--- config.mk ---
export PLATFORM = sky130hd
export DESIGN_NAME = fsk_rx_sequencer
export DESIGN_NICKNAME = d
export VERILOG_FILES = /design/src/rtl/fsk_rx_pkg.sv /design/src/rtl/fsk_sync_detector.sv /design/src/rtl/fsk_rx_sequencer.sv
export SDC_FILE = /design/constraint.sdc
export NUM_CORES = 1
export LEC_CHECK = 0
export ABC_CLOCK_PERIOD_IN_PS = 2920
export CAP_MARGIN = 0
export CORE_UTILIZATION = 49
export DETAILED_ROUTE_END_ITERATION = 8
export PLACE_DENSITY = 0.69
export SYNTH_ARGS = -nofsm -noshare
export SYNTH_HDL_FRONTEND = slang
export SYNTH_HIERARCHICAL = 1
export SYNTH_SLANG_ARGS = --single-unit
--- constraint.sdc ---
create_clock -name CLOCK -period 2.92 [get_ports CLOCK]
set_input_delay 0.438 -clock CLOCK [delete_from_list [all_inputs] [get_ports CLOCK]]
set_output_delay 0.438 -clock CLOCK [all_outputs]
set_load 0.02 [all_outputs]
--- src/rtl/fsk_rx_pkg.sv ---
// fsk_rx_pkg: state encoding and shared constants for the FSK receive sequencer
package fsk_rx_pkg;
  typedef enum logic [1:0] {IDLE = 2'd0, HUNT = 2'd1, FRAME = 2'd2, DRAIN = 2'd3} state_t;
  localparam logic [15:0] DEF_SYNC_WORD = 16'h2DD4;
  localparam int BYTE_W = 8;
endpackage

--- src/rtl/fsk_sync_detector.sv ---
// fsk_sync_detector: shifts demodulated bits and flags a sync word match on the completing SAMP
// ports: CLOCK, RESET_N (sync, active-low), clear (restart hunt), samp/bit_in (bit strobe), match (combinational, same cycle as samp)
module fsk_sync_detector import fsk_rx_pkg::*; #(
  parameter logic [15:0] SYNC_WORD = DEF_SYNC_WORD,
  parameter int SYNC_LEN = 16
) (
  input  logic CLOCK,
  input  logic RESET_N,
  input  logic clear,
  input  logic samp,
  input  logic bit_in,
  output logic match
);
  localparam int CW = $clog2(SYNC_LEN + 1);
  localparam logic [15:0] MASK = 16'((32'd1 << SYNC_LEN) - 32'd1);
  logic [14:0] sr;
  logic [15:0] sr_nxt;
  logic [CW-1:0] cnt, cnt_nxt;
  // match looks at the post-shift window so the FSM can leave HUNT on the very SAMP that completes sync
  always_comb begin
    sr_nxt = {sr, bit_in};
    cnt_nxt = cnt == CW'(SYNC_LEN) ? cnt : cnt + CW'(1);
    match = samp && cnt_nxt == CW'(SYNC_LEN) && (sr_nxt & MASK) == (SYNC_WORD & MASK);
  end
  always_ff @(posedge CLOCK) begin
    if (!RESET_N || clear) begin
      sr <= '0;
      cnt <= '0;
    end else if (samp) begin
      sr <= sr_nxt[14:0];
      cnt <= cnt_nxt;
    end
  end
endmodule

--- src/rtl/fsk_rx_sequencer.sv ---
// fsk_rx_sequencer: gates the sample clock generator, hunts for sync and frames payload bytes into a valid/ready register
// ports: CLOCK, RESET_N (sync, active-low), ENABLE, ABORT, SAMP, BIT_IN in; GEN_RESET, DATA, DATA_VALID out; DATA_READY in;
//        BUSY, SYNC_FOUND, TIMEOUT, OVERRUN (sticky), STATE out -- all outputs registered
module fsk_rx_sequencer import fsk_rx_pkg::*; #(
  parameter logic [15:0] SYNC_WORD = DEF_SYNC_WORD,
  parameter int SYNC_LEN = 16,
  parameter int PAYLOAD_BYTES = 4,
  parameter int HUNT_TIMEOUT = 1024
) (
  input  logic CLOCK,
  input  logic RESET_N,
  input  logic ENABLE,
  input  logic ABORT,
  input  logic SAMP,
  input  logic BIT_IN,
  output logic GEN_RESET,
  output logic [BYTE_W-1:0] DATA,
  output logic DATA_VALID,
  input  logic DATA_READY,
  output logic BUSY,
  output logic SYNC_FOUND,
  output logic TIMEOUT,
  output logic OVERRUN,
  output logic [1:0] STATE
);
  localparam int TW = HUNT_TIMEOUT > 0 ? $clog2(HUNT_TIMEOUT + 1) : 1;
  state_t state, nxt;
  logic [2:0] bit_cnt;
  logic [7:0] byte_cnt;
  logic [TW-1:0] to_cnt;
  logic [BYTE_W-2:0] sh;
  logic start, hunt_samp, frame_samp, match, to_hit, byte_done, last_byte, xfer, load;
  fsk_sync_detector #(.SYNC_WORD(SYNC_WORD), .SYNC_LEN(SYNC_LEN)) u_det (
    .CLOCK(CLOCK), .RESET_N(RESET_N), .clear(start), .samp(hunt_samp), .bit_in(BIT_IN), .match(match)
  );
  // ABORT masks every strobe so nothing is loaded or counted on the cycle it takes effect
  always_comb begin
    start = state == IDLE && ENABLE && !ABORT;
    hunt_samp = SAMP && state == HUNT && !ABORT;
    frame_samp = SAMP && state == FRAME && !ABORT;
    to_hit = hunt_samp && HUNT_TIMEOUT != 0 && int'(to_cnt) + 1 == HUNT_TIMEOUT;
    byte_done = frame_samp && bit_cnt == 3'd7;
    last_byte = byte_done && int'(byte_cnt) + 1 == PAYLOAD_BYTES;
    xfer = DATA_VALID && DATA_READY;
    load = byte_done && (!DATA_VALID || xfer);
    nxt = ABORT ? IDLE :
          state == IDLE  ? (ENABLE ? HUNT : IDLE) :
          state == HUNT  ? (match ? FRAME : to_hit ? IDLE : HUNT) :
          state == FRAME ? (last_byte ? DRAIN : FRAME) :
          (DATA_VALID ? DRAIN : IDLE);
  end
  always_ff @(posedge CLOCK) state <= RESET_N ? nxt : IDLE;
  assign STATE = state;
  always_ff @(posedge CLOCK) begin
    if (!RESET_N) begin
      GEN_RESET <= 1'b1;
      BUSY <= 1'b0;
      SYNC_FOUND <= 1'b0;
      TIMEOUT <= 1'b0;
      OVERRUN <= 1'b0;
      DATA <= '0;
      DATA_VALID <= 1'b0;
      bit_cnt <= '0;
      byte_cnt <= '0;
      to_cnt <= '0;
      sh <= '0;
    end else begin
      GEN_RESET <= nxt == IDLE || nxt == DRAIN;
      BUSY <= nxt != IDLE;
      SYNC_FOUND <= match;
      TIMEOUT <= to_hit && !match;
      to_cnt <= start ? '0 : hunt_samp ? to_cnt + TW'(1) : to_cnt;
      bit_cnt <= match ? '0 : frame_samp ? bit_cnt + 3'd1 : bit_cnt;
      byte_cnt <= match ? '0 : byte_done ? byte_cnt + 8'd1 : byte_cnt;
      if (frame_samp) sh <= {sh[BYTE_W-3:0], BIT_IN};
      if (load) DATA <= {sh, BIT_IN};
      DATA_VALID <= ABORT && state != IDLE ? 1'b0 : load ? 1'b1 : xfer ? 1'b0 : DATA_VALID;
      OVERRUN <= start ? 1'b0 : OVERRUN | (byte_done && !load);
    end
  end
endmodule

# [Word level (Yosys, flattened, before mapping)]
# Index checks and enable logic that the tools add are counted.
# W data, S select, Z words.
[op_classes] muxes=12 n_addsub=6 bitwise=2 n_reduce_logical=32 n_eq_ne=9
[ops] cell="$eq A16 B14 Y1 const B" n=1
[ops] cell="$logic_and A1 B1 Y1" n=16
[ops] cell="$add A11 B1 Y12 const B" n=1
[ops] cell="$eq A12 B11 Y1 const B" n=1
[ops] cell="$mux W2" n=6
[ops] cell="$add A11 B1 Y11 const B" n=1
[ops] cell="$eq A5 B5 Y1 const B" n=2
[ops] cell="$add A8 B1 Y9 const B" n=1
[ops] cell="$eq A9 B3 Y1 const B" n=1
[ops] cell="$add A8 B1 Y8 const B" n=1
[ops] cell="$reduce_bool A2 Y1" n=3
[ops] cell="$reduce_or A2 Y1" n=3
[ops] cell="$add A5 B1 Y5 const B" n=1
[ops] cell="$logic_not A1 Y1" n=5
[ops] cell="$mux W1" n=5
[ops] cell="$mux W5" n=1
[ops] cell="$eq A2 B2 Y1 const B" n=2
[ops] cell="$logic_not A2 Y1" n=2
[ops] cell="$add A3 B1 Y3 const B" n=1
[ops] cell="$eq A3 B3 Y1 const B" n=1
[ops] cell="$logic_or A1 B1 Y1" n=3
[ops] cell="$eq A2 B1 Y1 const B" n=1
[ops] cell="$not A1 Y1" n=1
[ops] cell="$or A1 B1 Y1" n=1
[word_totals] input_bits=7 output_inout_bits=16 register_bits=65 word_cells=75

# [Depth between registers and ports, before layout]
[logic_depth] ltp_word=12 mapped_depth=11 mapped_depth_nobuf=11

# [Cells and area by module]
# Netlist, hierarchy kept.
[modules_own_cells] mod="fsk_rx_sequencer" cells_per_inst=250 area_per_inst_um2=2080.7 instances=1 seq_area_each_um2=900.9
[modules_own_cells] mod="fsk_sync_detector" cells_per_inst=91 area_per_inst_um2=918.4 instances=1 seq_area_each_um2=400.4

# [Least setup slack after synthesis]
# OpenSTA, ideal clock, no wires.
[synth_timing] kind="register to register" startpoint="reg state[1], in the netlist STATE[1]" endpoint="reg GEN_RESET" arrival_ns=2.368 path_stages_with_launch=11 path_slack_ns=0.440 period_less_slack_ns=2.480 required_ns=2.808 path_buffers=2 setup_time_ns=0.112 cell_sequence="dfxtp_1 -> clkbuf_1 -> and4bb_1 -> buf_2 -> and4bb_2 -> nand4_1 -> a2111oi_1 -> nand3b_1 -> a21o_1 -> ha_1 -> nand2_1"
[synth_via] elab_cells_between_ends=22 cone_classes="eq/ne: 3; mux: 7; reduce/logical: 12"
[synth_lines] element="start: declaration" line_no="fsk_rx_sequencer.sv:27" text="state_t state, nxt;"
[synth_lines] element="start signal: assignment" line_no="fsk_rx_sequencer.sv:52" text="always_ff @(posedge CLOCK) state <= RESET_N ? nxt : IDLE;"
[synth_lines] element="$eq A2 B1 Y1 (*)" line_no="fsk_rx_sequencer.sv:39" text="hunt_samp = SAMP && state == HUNT && !ABORT;"
[synth_lines] element="$logic_and A1 B1 Y1 (*) (2 in series)" line_no="fsk_rx_sequencer.sv:39"
[synth_lines] element="named net hunt_samp" line_no="fsk_rx_sequencer.sv:32" text="logic start, hunt_samp, frame_samp, match, to_hit, byte_done, last_byte, xfer, load;"
[synth_lines] element="$logic_and A1 B1 Y1 (*) (2 in series)" line_no="fsk_sync_detector.sv:23" text="match = samp && cnt_nxt == CW'(SYNC_LEN) && (sr_nxt & MASK) == (SYNC_WORD & MASK);"
[synth_lines] element="named net match" line_no="fsk_rx_sequencer.sv:32"
[synth_lines] element="$mux W2 (*) (2 in series)" line_no="fsk_rx_sequencer.sv:48" text="state == HUNT ? (match ? FRAME : to_hit ? IDLE : HUNT) :"
[synth_lines] element="$mux W2 (*)" line_no="fsk_rx_sequencer.sv:47" text="state == IDLE ? (ENABLE ? HUNT : IDLE) :"
[synth_lines] element="$mux W2 (*)" line_no="fsk_rx_sequencer.sv:46" text="nxt = ABORT ? IDLE :"
[synth_lines] element="$eq A2 B2 Y1 / $logic_not A2 Y1 (equally long branches)" line_no="fsk_rx_sequencer.sv:68" text="GEN_RESET <= nxt == IDLE || nxt == DRAIN;"
[synth_lines] element="$logic_or A1 B1 Y1 (*)" line_no="fsk_rx_sequencer.sv:68"
[synth_lines] element="end signal: assignment" line_no="fsk_rx_sequencer.sv:56" text="GEN_RESET <= 1'b1;"
[synth_lines] element="end signal: assignment" line_no="fsk_rx_sequencer.sv:68"
[synth_lines] element="end: declaration" line_no="fsk_rx_sequencer.sv:16" text="output logic GEN_RESET,"
# Mark *: on every way through the listed nets, which the timed path passes. The rest lies on a longest branch.
# A chain may end at the register's enable or synchronous reset.

# [Final worst setup path]
[layout_timing] startpoint="reg u_det.cnt[1]" endpoint="reg GEN_RESET"
[layout_via] elab_chain_cells=11 elab_cells_between_ends=13 cone_classes="add/sub: 1; eq/ne: 3; mux: 5; reduce/logical: 4"
[layout_lines] element="start: declaration" line_no="fsk_sync_detector.sv:18" text="logic [CW-1:0] cnt, cnt_nxt;"
[layout_lines] element="start signal: assignment" line_no="fsk_sync_detector.sv:31" text="cnt <= cnt_nxt;"
[layout_lines] element="$add A5 B1 Y5 / $eq A5 B5 Y1 (equally long branches)" line_no="fsk_sync_detector.sv:22" text="cnt_nxt = cnt == CW'(SYNC_LEN) ? cnt : cnt + CW'(1);"
[layout_lines] element="$mux W5 (*)" line_no="fsk_sync_detector.sv:22"
[layout_lines] element="$eq A5 B5 Y1 (*)" line_no="fsk_sync_detector.sv:23"
[layout_lines] element="$logic_and A1 B1 Y1 (*) (2 in series)" line_no="fsk_sync_detector.sv:23"
[layout_lines] element="named net match" line_no="fsk_rx_sequencer.sv:32"
[layout_lines] element="$mux W2 (*) (2 in series)" line_no="fsk_rx_sequencer.sv:48"
[layout_lines] element="$mux W2 (*)" line_no="fsk_rx_sequencer.sv:47"
[layout_lines] element="$mux W2 (*)" line_no="fsk_rx_sequencer.sv:46"
[layout_lines] element="$eq A2 B2 Y1 / $logic_not A2 Y1 (equally long branches)" line_no="fsk_rx_sequencer.sv:68"
[layout_lines] element="$logic_or A1 B1 Y1 (*)" line_no="fsk_rx_sequencer.sv:68"
# Marked as above.

==> qor.yml <==
route:
  wl_per_cell_um: 13.0
  drtIter0Drc: 77
  ant_nets: 0
  wirelength_mm: 5.82
  route.detailed.vias_per_inst: 5.36
  firstDrtPassIters: 4
  route.detailed.drc: 0
  vias: 2401
pwr:
  power_leakage_uw: 0.00126
  powerDensity_nw_per_um2: 525
  peakVddDrop_uv: 378
critical_path:
  crit_chain: "ha_1 -> xor2_1 -> a2111oi_2 -> nand4_1 -> a2111oi_1 -> buf_4 -> nand3b_1 -> a21o_1 -> ha_1 -> nand2_1"
  cpMostUsedCell: "ha_1"
  critPathCapture: "GEN_RESET"
  startpoint: "u_det/cnt[1]"
  startpoint_type: "flop"
  cp_max_fo: 6
  cp.required_ns: 3.14
  max_stage_delay_ns: 0.44
  arrival_ns: 2.76
  rrSetupSlack_ns: 0.38
  path_buf_inv: 1
  path_delay_family: "compound AO/OA/AOI/OAI gates"
  end_kind: "flop"
  r2r_start: "u_det/cnt[1]"
  reg2reg_to: "GEN_RESET"
  path_depth: 10
  timing.reg2reg.worst_path_depth: 10
  criticalPathCategory: "flop to flop"
  cp_slowest_cell: "dfxtp_1"
timing:
  rsz0062_at_grt: "no"
  hold_viol_final: 0
  fin_ws_ns: 0.382
  slew_headroom: 0.682
  finalCriticalPeriod_ns: 2.54
  tightest_slew_ns: 0.477
  fmax_ghz: 0.394
  finalCritPeriodShare: 0.869
  finalClockSkew_ns: 0.00907
  timing.setup.tns_ns: 0
  drv_slew: 0
  report.final.setup_viol: 0
global_routing:
  grt_pass1_wl_mm: 9.87
  antenna_found_initial: 0
  grt_pass1_vias: 2099
  grt_max_degree: 28
  grt_usage: 0.201
  overflow: 0
job:
  drv_cap: 0
finish:
  drive_gt1_frac: 0.0965
  nets: 384
  layout_commonest_cell: "dfxtp_1"
  area_growth_pct: 18.5
  fillers: 531
  multi_input_area_um2: 1590
  final_cell_mix: "dfxtp_1, nor2_1, nand2_1, a21oi_1, clkdlybuf4s50_1"
  seqCellArea_um2: 1300
  antenna-diode-count: 0
  fin_util: 0.600
clock_tree:
  path_clk_slew_ns: 0.08
  hold_buffers: 0
  cts.htree.levels: 3
  clock-root-buffer: "clkbuf_8"
  clock_sinks: 65
  cts_setup_buffers: 0
  clk_latency_ns: 0.34
  clock_path_buffers: 2
  cts_tree: "built"
  numCtsBuffers: 9
  cts_resized: 0
synth:
  synth-seq-area-share: 0.434
  ys_async_sr_fraction: 0
  syn_nets: 357
  ys.flop_type: "dfxtp_1"
  synth_edf_count: 0
  syn-cell-area_um2: 3000
  yosysUniqueCellTypes: 48
  avgSynthCellArea_um2: 8.80
  synth-seq-cells: 65
  synth_cells: 341
  yosysWarningCount: 6
die:
  die_w_um: 80.2
  core_um2: 5920
  dieArea_um2: 6440
  initial_core_util: 0.507
  die_h_um: 80.2
  row_count: 28
  ios: 23
placed_design:
  portBuffers: 22
  post-place-ws_ns: 0.129
  hpwlAfterDp_mm: 3.86
  globalplace.congestion: 0.807
status:
  outcome: "complete, no violations"
hold_path:
  hp-class: "flop to flop"
==> kinds of logic (layout without fill, tap and decap cells) <==
logic type,count (synthesis),count (layout),synth area share
fa+ha+maj,9,9,0.0375
flops,65,65,0.434
xor+xnor,25,25,0.0730
simple gates,159,159,0.271
mux,18,18,0.0601
buf+inv,23,55,0.0359
compound gates,42,42,0.0889
==> synth_stat cells (all sizes together) (3+ instances only) <==
cell type	n	area, um^2
dfxtp	65	1300
nor2	52	195
nand2	43	161
a21oi	23	115
mux2i	18	180
nand3	18	90.1
xor2	16	140
nand4	13	81.3
clkbuf	10	37.5
ha	9	113
xnor2	9	78.8
buf	7	47.5
and4bb	5	62.6
inv	5	18.8
o21ai	5	25.0
nand2b	4	25.0
nor3	4	20.0
a2111oi	3	33.8
and2	3	18.8
and4	3	26.3
==> sequential cells by signal (all words and copies together), names as in the netlist, 2 cells and up <==
register,cells
DATA,8
STATE,2
bit_cnt,3
byte_cnt,8
sh,7
to_cnt,11
u_det/cnt,5
u_det/sr,15
==> tightest hold or removal path, delay by kind of cell (launching register included) <==
family | cells | cell delay (ns)
and+or+nand+nor | 1 | 0.05
DFF | 1 | 0.31
AOI/OAI and AO/OA | 1 | 0.05
==> worst min path at each step <==
stage | startpoint | end | slack, ns | depth (start not counted)
after floorplan | sh[6] | sh[6] | 0.44 | 2
after global placement | DATA[7] | DATA[7] | 0.44 | 2
after detailed placement | DATA[3] | DATA[3] | 0.45 | 2
after CTS | DATA[3] | DATA[3] | 0.46 | 2
after global routing | DATA[5] | DATA[5] | 0.48 | 2
final | DATA[3] | DATA[3] | 0.46 | 2
==> where the power goes <==
part / internal [uW] / total (uW) / switching, uW
sequential: 889 / 892 / 3.51
combinational: 23.7 / 55.7 / 32.0
clock: 567 / 918 / 351
total: 1480 / 1870 / 387
==> routing by layer <==
metal  track usage  wire length, um  vias up
met3        0.0409              187       10
li1              -                -     1244
met2         0.305             2560       34
met1         0.274             2960     1113
met5             0                0        -
met4        0.0911              111        0
==> cell type report <==
cell class,instances,share of cell area
inverter,6,0.00634
clock buffer,9,0.0349
clock inverter,7,0.0335
tap,75,0.0264
timing repair buffer,33,0.0852
sequential,65,0.366
multi-input combinational,253,0.448
==> through the flow <==
| stage | cells | hold slack (ns) | power [uW] | cell area (um^2) |
|---|---|---|---|---|
| floorplan | 341 | 0.437 | 941 | 3000 |
| global placement | 432 | 0.445 | 967 | 3310 |
| detailed placement | 432 | 0.446 | 968 | 3310 |
| CTS | 448 | 0.457 | 1880 | 3550 |
| global route | 448 | 0.475 | 1930 | 3550 |
| finish | 448 | 0.456 | 1870 | 3550 |
Note: power is estimated with default switching activity, not from simulation.
